File: src/rtl/cob_timing_rx_pkg.sv
// rtl/cob_timing_rx_pkg.sv - shared word types, FSM states and message record for the COB timing receiver
package cob_timing_rx_pkg;

  localparam logic [1:0] WT_IDLE   = 2'b00;
  localparam logic [1:0] WT_OPCODE = 2'b01;
  localparam logic [1:0] WT_HEADER = 2'b10;
  localparam logic [1:0] WT_DATA   = 2'b11;

  localparam int unsigned MAX_LEN = 8;

  typedef enum logic [1:0] {
    ST_IDLE    = 2'd0,
    ST_PAYLOAD = 2'd1,
    ST_CHECK   = 2'd2
  } rx_state_t;

  typedef struct packed {
    logic [3:0]  mtype;
    logic [3:0]  len;
    logic [63:0] data;
  } cob_msg_t;

  function automatic logic [15:0] sat_inc(input logic [15:0] v);
    return (v == 16'hFFFF) ? v : v + 16'd1;
  endfunction

endpackage

File: src/rtl/cob_msg_fifo.sv
// rtl/cob_msg_fifo.sv - message FIFO with synchronous write/pop, full/empty flags and occupancy count
module cob_msg_fifo
  import cob_timing_rx_pkg::*;
#(
  parameter int DEPTH = 4,
  localparam int AW = $clog2(DEPTH)
) (
  input  logic          i_clk,
  input  logic          i_rst,
  input  logic          i_wr,
  input  cob_msg_t      i_wdata,
  input  logic          i_pop,
  output cob_msg_t      o_rdata,
  output logic          o_full,
  output logic          o_empty,
  output logic [AW:0]   o_count
);

  cob_msg_t    r_mem [DEPTH];
  logic [AW:0] r_wr_ptr;
  logic [AW:0] r_rd_ptr;
  logic        w_do_wr;
  logic        w_do_pop;

  assign o_count  = r_wr_ptr - r_rd_ptr;
  assign o_empty  = (o_count == '0);
  assign o_full   = (o_count == (AW+1)'(DEPTH));
  assign w_do_pop = i_pop && !o_empty;
  // A pop frees the slot this same edge, so a full FIFO still accepts the write.
  assign w_do_wr  = i_wr && (!o_full || w_do_pop);
  assign o_rdata  = r_mem[r_rd_ptr[AW-1:0]];

  always_ff @(posedge i_clk) begin
    if (i_rst) begin
      r_wr_ptr <= '0;
      r_rd_ptr <= '0;
    end else begin
      if (w_do_wr)  r_wr_ptr <= r_wr_ptr + (AW+1)'(1);
      if (w_do_pop) r_rd_ptr <= r_rd_ptr + (AW+1)'(1);
    end
  end

  always_ff @(posedge i_clk) begin
    if (w_do_wr) r_mem[r_wr_ptr[AW-1:0]] <= i_wdata;
  end

endmodule

File: src/rtl/cob_timing_rx.sv
// rtl/cob_timing_rx.sv - timing word decoder, message assembly FSM, checksum and error counters
module cob_timing_rx
  import cob_timing_rx_pkg::*;
#(
  parameter int FIFO_DEPTH = 4,
  parameter int TIMEOUT    = 255
) (
  input  logic        distClk,
  input  logic        distClkRst,
  input  logic [9:0]  rxData,
  input  logic        rxDataEn,
  output logic        rxReady,
  output logic        opcodeValid,
  output logic [7:0]  opcode,
  output logic        msgValid,
  input  logic        msgReady,
  output logic [3:0]  msgType,
  output logic [3:0]  msgLen,
  output logic [63:0] msgData,
  output logic [15:0] chkErrCnt,
  output logic [15:0] frameErrCnt,
  output logic [15:0] ovflCnt
);

  localparam int CW = $clog2(FIFO_DEPTH) + 1;
  localparam logic [15:0] TMO_LAST = 16'(TIMEOUT - 1);

  rx_state_t   r_state, w_state_n;
  logic [3:0]  r_type, w_type_n;
  logic [3:0]  r_len, w_len_n;
  logic [3:0]  r_cnt, w_cnt_n;
  logic [7:0]  r_chk, w_chk_n;
  logic [63:0] r_data, w_data_n;
  logic [15:0] r_tmo, w_tmo_n;
  logic        w_commit_n, w_frm_inc, w_chk_inc;

  logic        r_commit;
  cob_msg_t    r_commit_msg;
  logic        r_opcode_valid;
  logic [7:0]  r_opcode;
  logic        r_run;
  logic [15:0] r_chk_err, r_frm_err, r_ovfl;

  logic [1:0]  w_wtype;
  logic [7:0]  w_byte;
  logic        w_active;
  logic        w_hdr_ok;
  logic        w_pop;
  logic        w_full, w_empty;
  logic [CW-1:0] w_count;
  cob_msg_t    w_rdata;

  assign w_wtype  = rxData[9:8];
  assign w_byte   = rxData[7:0];
  assign w_active = rxDataEn && (w_wtype != WT_IDLE);
  assign w_hdr_ok = (w_byte[3:0] != 4'd0) && (w_byte[3:0] <= 4'(MAX_LEN));

  always_ff @(posedge distClk) begin
    if (distClkRst) begin
      r_state <= ST_IDLE;
      r_type  <= '0;
      r_len   <= '0;
      r_cnt   <= '0;
      r_chk   <= '0;
      r_data  <= '0;
      r_tmo   <= '0;
    end else begin
      r_state <= w_state_n;
      r_type  <= w_type_n;
      r_len   <= w_len_n;
      r_cnt   <= w_cnt_n;
      r_chk   <= w_chk_n;
      r_data  <= w_data_n;
      r_tmo   <= w_tmo_n;
    end
  end

  always_comb begin
    w_state_n  = r_state;
    w_type_n   = r_type;
    w_len_n    = r_len;
    w_cnt_n    = r_cnt;
    w_chk_n    = r_chk;
    w_data_n   = r_data;
    w_tmo_n    = r_tmo;
    w_commit_n = 1'b0;
    w_frm_inc  = 1'b0;
    w_chk_inc  = 1'b0;

    // Any enabled non-idle word, opcodes included, keeps a message alive.
    if (w_active) begin
      w_tmo_n = '0;
    end else if (r_state != ST_IDLE) begin
      if (r_tmo == TMO_LAST) begin
        w_state_n = ST_IDLE;
        w_frm_inc = 1'b1;
        w_tmo_n   = '0;
      end else begin
        w_tmo_n = r_tmo + 16'd1;
      end
    end

    if (rxDataEn) begin
      unique case (w_wtype)
        WT_HEADER: begin
          // One frame error per word even when an abort meets a bad header.
          if (r_state != ST_IDLE) w_frm_inc = 1'b1;
          if (w_hdr_ok) begin
            w_state_n = ST_PAYLOAD;
            w_type_n  = w_byte[7:4];
            w_len_n   = w_byte[3:0];
            w_chk_n   = w_byte;
            w_cnt_n   = '0;
            w_data_n  = '0;
          end else begin
            w_state_n = ST_IDLE;
            w_frm_inc = 1'b1;
          end
        end
        WT_DATA: begin
          unique case (r_state)
            ST_IDLE: w_frm_inc = 1'b1;
            ST_PAYLOAD: begin
              w_data_n[{r_cnt[2:0], 3'b000} +: 8] = w_byte;
              w_chk_n = r_chk ^ w_byte;
              w_cnt_n = r_cnt + 4'd1;
              if (r_cnt + 4'd1 == r_len) w_state_n = ST_CHECK;
            end
            ST_CHECK: begin
              if (w_byte == r_chk) w_commit_n = 1'b1;
              else                 w_chk_inc  = 1'b1;
              w_state_n = ST_IDLE;
            end
            default: w_state_n = ST_IDLE;
          endcase
        end
        default: ;
      endcase
    end
  end

  always_ff @(posedge distClk) begin
    if (distClkRst) begin
      r_commit       <= 1'b0;
      r_commit_msg   <= '0;
      r_opcode_valid <= 1'b0;
      r_opcode       <= '0;
      r_run          <= 1'b0;
      r_chk_err      <= '0;
      r_frm_err      <= '0;
      r_ovfl         <= '0;
    end else begin
      r_run          <= 1'b1;
      r_commit       <= w_commit_n;
      if (w_commit_n) r_commit_msg <= '{mtype: r_type, len: r_len, data: r_data};
      r_opcode_valid <= rxDataEn && (w_wtype == WT_OPCODE);
      if (rxDataEn && (w_wtype == WT_OPCODE)) r_opcode <= w_byte;
      if (w_chk_inc) r_chk_err <= sat_inc(r_chk_err);
      if (w_frm_inc) r_frm_err <= sat_inc(r_frm_err);
      if (r_commit && w_full && !w_pop) r_ovfl <= sat_inc(r_ovfl);
    end
  end

  cob_msg_fifo #(.DEPTH(FIFO_DEPTH)) u_fifo (
    .i_clk   (distClk),
    .i_rst   (distClkRst),
    .i_wr    (r_commit),
    .i_wdata (r_commit_msg),
    .i_pop   (w_pop),
    .o_rdata (w_rdata),
    .o_full  (w_full),
    .o_empty (w_empty),
    .o_count (w_count)
  );

  assign msgValid    = !w_empty;
  assign w_pop       = msgValid && msgReady;
  assign msgType     = msgValid ? w_rdata.mtype : 4'd0;
  assign msgLen      = msgValid ? w_rdata.len   : 4'd0;
  assign msgData     = msgValid ? w_rdata.data  : 64'd0;
  assign rxReady     = r_run && (w_count <= CW'(FIFO_DEPTH - 2));
  assign opcodeValid = r_opcode_valid;
  assign opcode      = r_opcode;
  assign chkErrCnt   = r_chk_err;
  assign frameErrCnt = r_frm_err;
  assign ovflCnt     = r_ovfl;

endmodule

File: config.mk
export PLATFORM = sky130hd
export DESIGN_NAME = cob_timing_rx
export DESIGN_NICKNAME = d
export VERILOG_FILES = /design/src/rtl/cob_timing_rx_pkg.sv /design/src/rtl/cob_msg_fifo.sv /design/src/rtl/cob_timing_rx.sv
export SDC_FILE = /design/constraint.sdc
export NUM_CORES = 1
export LEC_CHECK = 0
export BUFFER_PORTS_ARGS = -buffer_cell sky130_fd_sc_hd__buf_2
export CORE_MARGIN = 3
export CORE_UTILIZATION = 65
export CTS_BUF_LIST = sky130_fd_sc_hd__clkbuf_4 sky130_fd_sc_hd__clkbuf_8 sky130_fd_sc_hd__clkbuf_16
export CTS_CLUSTER_DIAMETER = 200
export DETAILED_ROUTE_END_ITERATION = 16
export PLACE_DENSITY = 0.93
export SLEW_MARGIN = 20
export SYNTH_ARGS = -nofsm -noshare
export SYNTH_HDL_FRONTEND = slang
export SYNTH_SLANG_ARGS = --single-unit
File: constraint.sdc
create_clock -name distClk -period 8.2 [get_ports distClk]
set_clock_uncertainty 0.1 [all_clocks]
set_input_delay 2.46 -clock distClk [delete_from_list [all_inputs] [get_ports distClk]]
set_output_delay 2.46 -clock distClk [all_outputs]
set_load 0.1 [all_outputs]
======== After elaboration in Yosys (flattened, before gate mapping) ========
Memories as Yosys holds them, arrays and structs flattened. A register that Yosys moved wholly into a read port is not among the register bits.
Index checks and enable logic that the tools add are counted.
word-level totals
  bits in registers ....................... 239
  RAM bits ................................ 288
  input bits .............................. 14
  memories ................................ 1
memory list
  memory        depth  width  rd ports  clocked after memory_dff  wr ports  RTL line            RTL
  u_fifo.r_mem  4      72     1         1                         1         cob_msg_fifo.sv:19  cob_msg_t r_mem [DEPTH];
cells by class
  add/subtract/negate cells ............... 9
  magnitude comparators ................... 2
  equality and inequality tests ........... 14
  shifts and indexed selects .............. 2
  mux-type cells .......................... 43
  bitwise operators ....................... 4
  reduce and logical (&&, ||, !) cells .... 25
operators by type and width
  kind                      count
  $mux W64                  3
  $pmux W64 S2              1
  $add A16 B1 Y16 const B   4
  $bwmux W64                1
  $shift A8 B8 Y64 const A  1
  $shiftx A8 B8 Y64         1
  $eq A16 B16 Y1 const B    3
  $mux W1                   19
  $eq A16 B8 Y1 const B     1
  $mux W16                  1
  $mux W4                   4
  $mux W8                   2
  $pmux W8 S2               1
  $mux W2                   7
  $logic_and A1 B1 Y1       9
  $eq A8 B8 Y1              1
  $neg A6 Y8                1
  $pmux W2 S2               2
  $pmux W4 S2               1
  $xor A8 B8 Y8             1
  $add A3 B1 Y3 const B     2
  $eq A2 B2 Y1 const B      3
  $reduce_and A2 Y1         3
  $reduce_bool A2 Y1        3
  19 further kinds          24

======== Logic depth before layout (Yosys ltp) ========
  depth in word-level cells ............... 9
  mapped depth ............................ 11
  mapped depth without buffers ............ 10

======== Modules after synthesis ========
A second synthesis with hierarchy kept.
second synthesis, totals
  cells, all modules ...................... 1610
  area total of the unflattened synthesis .. 20719.9 um2
by module, submodules not included
  module         times used  cells each  area an instance (um2)  sequential area each (um2)
  cob_msg_fifo   1           433         10867.9                 8808.4
  cob_timing_rx  1           1177        9851.9                  4664.5

======== Worst setup path after synthesis ========
OpenSTA, ideal clock, no wires.
  path kind ............................... flip-flop to output port
  from .................................... register u_fifo.r_wr_ptr[0]
  to ...................................... output msgData[54]
  arrival time ............................ 3.254 ns
  setup slack ............................. 2.386 ns
  cell stages (with the launch flop) ...... 9
  path through ............................ dfxtp_1 > inv_1 > ha_1 > inv_1 > fa_1 > nand2b_1 > nand2b_1 > clkbuf_1 > and2_1
between the ends
  cells in the longest elaborated chain, start to end .. 3
ends and longest elaborated chain
  item                    RTL line              RTL
  start, declared         cob_msg_fifo.sv:20    logic [AW:0] r_wr_ptr;
  start signal, assigned  cob_msg_fifo.sv:38    if (w_do_wr) r_wr_ptr <= r_wr_ptr + (AW+1)'(1);
  $sub A3 B3 Y3           cob_msg_fifo.sv:25    assign o_count = r_wr_ptr - r_rd_ptr;
  $logic_not A3 Y1        cob_msg_fifo.sv:26    assign o_empty = (o_count == '0);
  $mux W64                cob_timing_rx.sv:180  assign msgData = msgValid ? w_rdata.data : 64'd0;
  end, declared           cob_timing_rx.sv:19   output logic [63:0] msgData,
Every way passes these cells.

==> flow_metrics.tcl <==
set metrics [dict create \
    synth_top_family_by_area "simple AND/OR/NAND/NOR gates" \
    routed_wl_mm 47.5 \
    dp_slack_ns 2.55 \
    multi_input_area_sq_um 6950 \
    fin_setup_tns_ns 0 \
    gp_congestion 0.867 \
    dieWidth_microns 185 \
    drt_iter0_markers 1493 \
    postCtsSetupBuffers 0 \
    fin_crit_ns 5.85 \
    synth_cells 1554 \
    ys_seq_elements 529 \
    synth.distinct_cells 61 \
    cts-root-buf "clkbuf_16" \
    rows 65 \
    placed_cells 2024 \
    syn2layout_area_growth_pct 12.6 \
    drive_gt1_frac 0.208 \
    stdcell_count 2118 \
    rr_worst_depth 9 \
    antenna_found_initial 2 \
    wl_per_cell_microns 22.4 \
    ys_seq_area_frac 0.644 \
    ys_async_sr_fraction 0 \
    io_pins 145 \
    critPathKind "register to output port" \
    worst_slack_ns 2.35 \
    clk_latency_ns 0.58 \
    die_height_microns 185 \
    synthAdderAreaFrac 0.0105 \
    finalCritPeriodShare 0.713 \
    tightest_slew_ns 1.21 \
    final_cell_area_sq_um 23500 \
    synthMuxAreaShare 0.119 \
    p_per_area_nw_per_um2 356 \
    clockBufferDepth 3 \
    clkSlewWorstSetupHoldPaths_ns 0.07 \
    numPortBuffers 144 \
    rsz0062_at_grt "no" \
    grt-ovfl-total 0 \
    yosysWarnings 0 \
    critPathLaunchType "register" \
    yosys.area_share.simple 0.130 \
    first_pass_iters 6 \
    synth_compound_area_frac 0.0421 \
    start_util 0.661 \
    register_area_sq_um 13500 \
    cts_tree "done" \
    place_area_sq_um 21800 \
    cap_viol_max_count 0 \
    cts_resized 0 \
    p_leak_nw 9.00 \
    nNetsFinal 1705 \
    finalSetupViolations 0 \
    final_max_slew_viol_count 0 \
    status "complete, no violations" \
    avgViaCountPerCell 6.36 \
    hold_class "register to register" \
    max-slew-margin-rel 0.194 \
    grt_pass1_vias 13500 \
    grt_start_max_net_pins 138 \
    worst-endpoint-arrival_ns 3.29 \
    die_area_sq_um 34400 \
    grt_pass1_wl_mm 74.3 \
    cp.required_ns 5.64 \
    synth-xor-area-share 0.0292 \
    synth_edf_count 288 \
    syn_avg_cell_area_sq_um 13.5 \
    drtAntennaViolNets 0 \
    max_freq_ghz 0.171 \
    vdd_ir_drop_max_mv 0.414 \
    fp.coreArea_sq_um 31600 \
    cts_buffers 50 \
    vias 13500 \
    fill_cells 1737 \
    synth_flop_cell "edfxtp_1" \
    hold_depth 2 \
    worstPathMaxFanout 38 \
    endpoint_kind "output port" \
    syn-num-nets 1585 \
    h-tree-depth 2 \
    final_hold_viol_count 0 \
    grt_usage 0.277 \
    syn_area_sq_um 20900 \
    cts.sinks 529 \
    place_hpwl_mm 26.7 \
    cts_hold_buf 0 \
    drc_errors 0 \
]
==> sequential cells by signal, summed over array words and instances (netlist names), 8 cells and up, named ones only <==
signal        cells
u_fifo.r_mem    288
r_commit_msg     72
r_data           64
chkErrCnt        16
frameErrCnt      16
ovflCnt          16
r_tmo            16
opcode            8
r_chk             8
==> layer usage <==
metal / track usage / vias up / wire [microns]
met1: 0.355 / 6644 / 17700
li1: - / 5902 / -
met4: 0.125 / 4 / 2160
met5: 0 / - / 26
met2: 0.463 / 719 / 23600
met3: 0.0538 / 193 / 3990
==> report_power, final <==
group / internal (W) / switching (W)
Sequential: 0.00277 / 0.0000498
Clock: 0.00139 / 0.000988
Combinational: 0.000553 / 0.00263
==> final timing paths <==
check / slack (ns) / endpoint / start
worst max register to register: 4.28 / u_fifo.r_mem[3][68]$_DFFE_PP_ / u_fifo.r_wr_ptr[0]$_SDFFE_PP0P_
worst max-delay path: 2.35 / msgData[32] / register
worst min-delay path: 0.37 / r_type[1]$_SDFFE_PP0P_ / r_type[1]$_SDFFE_PP0P_
worst min register to register: 0.37 / r_type[1]$_SDFFE_PP0P_ / r_type[1]$_SDFFE_PP0P_
==> cells in the final DEF, fill, tap and decap left out, types with 16 or more instances in the layout <==
cell type | synthesis | routed
mux2i_1 | 86 | 86
and2_1 | 83 | 79
a22oi_1 | 36 | 36
a32oi_1 | 17 | 17
xnor2_1 | 45 | 45
mux4_2 | 72 | 72
nand3_1 | 46 | 46
ha_1 | 16 | 16
buf_2 | 13 | 143
nor2_1 | 226 | 226
clkbuf_16 | 0 | 53
dfxtp_1 | 241 | 239
inv_1 | 17 | 17
nand4_1 | 17 | 17
a21oi_1 | 43 | 43
edfxtp_1 | 288 | 288
xor2_1 | 22 | 22
nand2_1 | 84 | 84
==> metrics by stage <==
stage | power, W | util | hold slack [ns]
2_1_floorplan | 0.00567 | - | 0.331
3_3_place_gp | 0.00605 | 0.689 | 0.340
3_5_place_dp | 0.00608 | 0.689 | 0.348
4_1_cts | 0.00843 | 0.744 | 0.367
5_1_grt | 0.00862 | 0.744 | 0.396
6_report | 0.00839 | 0.744 | 0.366
==> area by class of cell <==
type / instances / share of cell area
clock inverter: 20 / 0.00898
antenna: 1 / 0.000106
multi-input combinational: 920 / 0.295
sequential: 529 / 0.572
clock buffer: 73 / 0.0646
inverter: 17 / 0.00271
tap: 402 / 0.0214
timing repair buffer: 156 / 0.0347
==> worst max-delay path, stage by stage, from the launching register on <==
cell and delay [ns]:
dfxtp_4 0.85, buf_4 0.76, mux4_2 0.61, and2_1 0.18, buf_2 0.29
==> synthesized netlist by cell type (3+ instances only) <==
cell | instances | share of area
or4_1 | 3 | 0.0011
nor3_1 | 13 | 0.0031
mux4_2 | 72 | 0.078
edfxtp_1 | 288 | 0.41
and4_1 | 8 | 0.0034
clkbuf_1 | 55 | 0.0099
o21ai_2 | 7 | 0.0029
nor3_2 | 5 | 0.0024
nor4_1 | 13 | 0.0039
mux2i_1 | 86 | 0.041
ha_1 | 16 | 0.0096
nand3_1 | 46 | 0.011
a32oi_1 | 17 | 0.0071
buf_6 | 10 | 0.0054
nor4_4 | 3 | 0.0031
a22oi_1 | 36 | 0.013
nand4_1 | 17 | 0.0051
a31oi_1 | 5 | 0.0015
nand4b_1 | 3 | 0.0013
buf_2 | 13 | 0.0031
buf_1 | 6 | 0.0011
o21ai_0 | 12 | 0.0029
buf_4 | 4 | 0.0014
nor2b_1 | 3 | 0.00090
nand2b_1 | 4 | 0.0012
or3_1 | 7 | 0.0021
and3_1 | 9 | 0.0027
nor2_1 | 226 | 0.041
xor2_1 | 22 | 0.0092
inv_1 | 17 | 0.0031
nand2_1 | 84 | 0.015
dfxtp_1 | 241 | 0.23
xnor2_1 | 45 | 0.019
and2_1 | 83 | 0.025
a21oi_1 | 43 | 0.010
==> cell families after synthesis <==
kind of cell    after synthesis
fa+ha+maj                    17
simple gates                547
buf+inv                     105
mux                         159
compound gates              129
xor+xnor                     68
flops                       529
Power figures use the tool's default switching activity.
